$ cat config.mk
export PLATFORM = sky130hd
export DESIGN_NAME = muldiv_sequencer
export DESIGN_NICKNAME = d
export VERILOG_FILES = /design/src/rtl/muldiv_sequencer.sv
export SDC_FILE = /design/constraint.sdc
export NUM_CORES = 2
export LEC_CHECK = 0
export CAP_MARGIN = 15
export CORE_UTILIZATION = 40
export DETAILED_ROUTE_END_ITERATION = 6
export DONT_BUFFER_PORTS = 1
export PLACE_DENSITY = 0.61
export REMOVE_ABC_BUFFERS = 1
export SYNTH_ARGS = -nofsm -noshare
export SYNTH_HDL_FRONTEND = slang
export SYNTH_SLANG_ARGS = --single-unit
$ cat constraint.sdc
create_clock -name clk -period 9.9 [get_ports clk]
set_input_delay 1.98 -clock clk [delete_from_list [all_inputs] [get_ports clk]]
set_output_delay 1.98 -clock clk [all_outputs]
set_load 0.03 [all_outputs]
$ cat src/rtl/muldiv_sequencer.sv
// muldiv_sequencer: multi-cycle RV32M multiply/divide unit with pipeline stall, flush and done handshake
module muldiv_sequencer (
  input  logic        clk,
  input  logic        rst,
  input  logic        start,
  input  logic [4:0]  alu_op,
  input  logic [31:0] operand_a,
  input  logic [31:0] operand_b,
  input  logic        flush,
  output logic        stall,
  output logic        busy,
  output logic        done,
  output logic [31:0] result
);
  localparam logic [1:0] IDLE = 2'd0, MULT = 2'd1, DIVIDE = 2'd2, FIN = 2'd3;
  logic [1:0]  state;
  logic [5:0]  cnt;
  logic [4:0]  op;
  logic [31:0] a_q, b_q, res_q;
  logic        sa_q, sb_q, fast;
  logic [63:0] acc, prod;
  logic        in_m, in_div, in_rem, in_sa, in_sb, in_ovf, in_fast, accept;
  logic [31:0] fast_val, a_abs, b_abs, q_fix, r_fix, fin_val;
  logic [32:0] trial;
  // decode of the incoming request and of the latched operation; acc holds {remainder, quotient} while dividing
  always_comb begin
    in_m     = alu_op >= 5'd11 && alu_op <= 5'd18;
    in_div   = in_m && alu_op >= 5'd15;
    in_rem   = alu_op == 5'd17 || alu_op == 5'd18;
    in_sa    = alu_op == 5'd12 || alu_op == 5'd13 || alu_op == 5'd15 || alu_op == 5'd17;
    in_sb    = alu_op == 5'd12 || alu_op == 5'd15 || alu_op == 5'd17;
    in_ovf   = (alu_op == 5'd15 || alu_op == 5'd17) && operand_a == 32'h8000_0000 && operand_b == 32'hffff_ffff;
    in_fast  = in_div && (operand_b == 32'd0 || in_ovf);
    fast_val = in_ovf ? (in_rem ? 32'd0 : operand_a) : (in_rem ? operand_a : 32'hffff_ffff);
    a_abs    = in_sa && operand_a[31] ? -operand_a : operand_a;
    accept   = state == IDLE && start && in_m && !flush;
    busy     = state == MULT || state == DIVIDE;
    stall    = !rst && (accept || busy);
    done     = !rst && !flush && state == FIN;
    b_abs    = sb_q && b_q[31] ? -b_q : b_q;
    trial    = acc[63:31] - {1'b0, b_abs};
    prod     = {{32{sa_q && a_q[31]}}, a_q} * {{32{sb_q && b_q[31]}}, b_q};
    q_fix    = sa_q && (a_q[31] ^ b_q[31]) ? -acc[31:0] : acc[31:0];
    r_fix    = sa_q && a_q[31] ? -acc[63:32] : acc[63:32];
    fin_val  = fast ? acc[31:0] : op == 5'd11 ? acc[31:0] : op < 5'd15 ? acc[63:32] :
               (op == 5'd17 || op == 5'd18) ? r_fix : q_fix;
    result   = done ? fin_val : res_q;
  end
  // sequencing: accept, single-cycle multiply or fast path, 32 restoring divide steps, one-cycle finish
  always_ff @(posedge clk) begin
    if (rst) begin
      state <= IDLE;
      cnt   <= '0;
      op    <= '0;
      a_q   <= '0;
      b_q   <= '0;
      sa_q  <= 1'b0;
      sb_q  <= 1'b0;
      fast  <= 1'b0;
      acc   <= '0;
      res_q <= '0;
    end else if (flush) begin
      state <= IDLE;
      cnt   <= '0;
    end else if (accept) begin
      op    <= alu_op;
      a_q   <= operand_a;
      b_q   <= operand_b;
      sa_q  <= in_sa;
      sb_q  <= in_sb;
      fast  <= in_fast;
      acc   <= {32'd0, in_fast ? fast_val : a_abs};
      state <= in_div && !in_fast ? DIVIDE : MULT;
    end else if (state == MULT) begin
      acc   <= fast ? acc : prod;
      state <= FIN;
    end else if (state == DIVIDE) begin
      acc   <= trial[32] ? {acc[62:0], 1'b0} : {trial[31:0], acc[30:0], 1'b1};
      cnt   <= cnt == 6'd31 ? 6'd0 : cnt + 6'd1;
      state <= cnt == 6'd31 ? FIN : DIVIDE;
    end else if (state == FIN) begin
      res_q <= fin_val;
      state <= IDLE;
    end
  end
endmodule
==> results_dict.tcl <==
set metrics [dict create \
    status "complete, no violations" \
    power.leakage_nw 24.7 \
    port_buffers 0 \
    swShare_pct 38.6 \
    slowest_stage "dfxtp_1" \
    ir_drop_uv 117 \
    dpl_worst_slack_ns 0.728 \
    setup_viol 0 \
    yosys_register_bits 176 \
    cts_buffers 17 \
    yosys-top-cells-count "1,164 x inv_1, 1,126 x fa_1, 1,001 x nand2_1" \
    hold_class "reg -> reg" \
    multi_input_area_um2 41800 \
    ys_types 90 \
    yosysWarnings 0 \
    setup_ws_ns 0.452 \
    design_area_um2 53400 \
    gp_congestion 0.955 \
    cpPeakStageDelay_ns 1.09 \
    htreeDepth 4 \
    clock-sinks 176 \
    crit_path_max_fanout 23 \
    clock_latency_ns 0.50 \
    die_y_um 360 \
    path_clk_slew_ns 0.08 \
    syn2layout_area_growth_pct 4.39 \
    final-seq-area_um2 3530 \
    stdcell_count 7474 \
    relSlewSlack_pct 18.6 \
    core_area_um2 126000 \
    synthCells 6053 \
    first_iter_violations 3502 \
    rows 130 \
    slew_viol_final 0 \
    drive_gt1_share_pct 3.78 \
    avgSynthCellArea_um2 8.45 \
    routed_wl_mm 153 \
    ys.flop_type "dfxtp_1" \
    post_cts_resized 0 \
    post-route-period-util_pct 95.4 \
    path_buf_inv 5 \
    crit_family "adder cells" \
    seqPwrFrac_pct 35.9 \
    power_density_nw_per_um2 40.3 \
    fillers 12545 \
    postCtsSetupBuffers 0 \
    drc_errors 0 \
    vias_per_cell 5.43 \
    fmax_ghz 0.106 \
    period_minus_slack_ns 9.45 \
    yosysMostFrequentCell "inv_1" \
    critical_path_class "reg -> reg" \
    dr.pass1.iters 7 \
    dpl-instance-area_um2 52800 \
    p_int_mw 1.32 \
    clockBufferDepth 2 \
    crit_path_frequent_cell "fa_1" \
    arrival_ns 9.79 \
    hold_violations 0 \
    crit_path_end_kind "flop" \
    wl_per_cell_um 20.4 \
    synth_area_leaders "fa_1 44%, inv_1 8.5%, nand2_1 7.3%" \
    grt_pass1_wl_mm 247 \
    die_width_um 360 \
    cts_tree "done" \
    rsz0062_at_grt "no" \
    crit_path_start_kind "flop" \
    syn_area_um2 51100 \
    antenna_found_initial 5 \
    p_sw_uw 831 \
    synthArstFlopShare_pct 0 \
    yosys.area.top_type_share_pct 44.1 \
    fin_util_pct 42.3 \
    synth_edf_count 0 \
    worstMarginPinSlew_ns 1.21 \
    cts-hold-fix-buffers 0 \
    pwr-share-comb_pct 29.2 \
    io_pins 108 \
    p_clk_share_pct 34.8 \
    first_global_vias 42670 \
    die-area_um2 129000 \
    synth_top_cell_by_area "fa_1" \
    synth_seq_area_share_pct 6.89 \
    cts_root_buf "clkbuf_16" \
    fin_skew_ns 0.0224 \
    tns_ns 0 \
    grt_max_degree 146 \
    max_cap_violations 0 \
    via_count 40581 \
    overflow 0 \
    power.total_mw 2.15 \
    grt_use_total_pct 24.3 \
    dp_cells 7438 \
    dp_hpwl_mm 125 \
    required_ns 10.24 \
    floorplan.initialDensity_pct 40.5 \
    whs_ns 0.495 \
    fin_nets 7261 \
    ant_nets 0 \
]
## final cells by class
class | count | area share [%]
Antenna cell | 3 | 0.0141
Clock buffer | 18 | 0.823
Clock inverter | 14 | 0.312
Inverter | 1165 | 8.19
Multi-Input combinational cell | 4326 | 78.3
Sequential cell | 176 | 6.61
Tap cell | 1650 | 3.87
Timing Repair Buffer | 122 | 1.85
## cell usage in the layout, fill, tap and decap left out, drive strengths merged, types with 18 or more instances in the layout
master / instances
o221ai: 30
a211oi: 50
o21a: 18
xnor2: 108
buf: 122
a21oi: 305
nor3: 43
a221oi: 18
o21ai: 160
dfxtp: 176
o22ai: 21
nor4: 29
ha: 254
nor2: 267
a21o: 42
o31ai: 25
clkbuf: 18
and3: 32
inv: 1171
fa: 1126
nand4: 29
nand2: 1001
nand2b: 20
a31oi: 21
and2: 357
mux2i: 51
nand3: 40
o211ai: 18
nor2b: 18
xor2: 56
## routing by layer
layer | global-route usage, % | share of wire [%] | vias up
li1 | - | - | 18076
met1 | 32.9 | 42 | 20956
met2 | 40.6 | 48 | 1340
met3 | 2.88 | 6.7 | 205
met4 | 7.64 | 3.1 | 4
met5 | 0 | 0.018 | -
## worst min-delay path, delay by kind of cell (launching register included)
family           cells  cell delay [ns]
flip-flops           1             0.33
multiplexers         1             0.06
AND/OR/NAND/NOR      1             0.07
## sequential cells by signal, indices dropped and copies added (netlist names)
name and flops:
res_q 32, sb_q 1, state 2, b_q 32
acc 64, cnt 6, sa_q 1, fast 1
a_q 32, op 5
## power groups by stage
stage | Sequential [mW] | Combinational, mW | Clock [mW]
finish | 0.774 | 0.630 | 0.750
global route | 0.776 | 0.687 | 0.785
CTS | 0.772 | 0.621 | 0.760
detailed placement | 0.789 | 0.618 | 0
global placement | 0.788 | 0.613 | 0
floorplan | 0.783 | 0.424 | 0
## final timing paths
| check | cells after the start | endpoint | slack, ns | from |
|---|---|---|---|---|
| setup reg to reg | 26 | acc[58]$_SDFFE_PP0P_ | 0.45 | b_q[11]$_SDFFE_PP0P_ |
| setup / recovery | 26 | acc[58]$_SDFFE_PP0P_ | 0.45 | b_q[11]$_SDFFE_PP0P_ |
| hold / removal | 2 | res_q[26]$_SDFFE_PP0P_ | 0.50 | res_q[26]$_SDFFE_PP0P_ |
| hold reg to reg | 2 | res_q[26]$_SDFFE_PP0P_ | 0.50 | res_q[26]$_SDFFE_PP0P_ |
## cell families (layout without fill, tap and decap cells)
| logic type | Yosys count | count (layout) | share of synthesized area, % |
|---|---|---|---|
| compound gates | 820 | 820 | 10.2 |
| flops | 176 | 176 | 6.89 |
| buf+inv | 1551 | 1319 | 11.4 |
| other cells | 0 | 3 | 0 |
| mux | 65 | 65 | 1.31 |
| fa+ha+maj | 1380 | 1380 | 50.3 |
| simple gates | 1897 | 1897 | 17.1 |
| xor+xnor | 164 | 164 | 2.81 |
No activity file was read; power rests on OpenSTA's default activity.
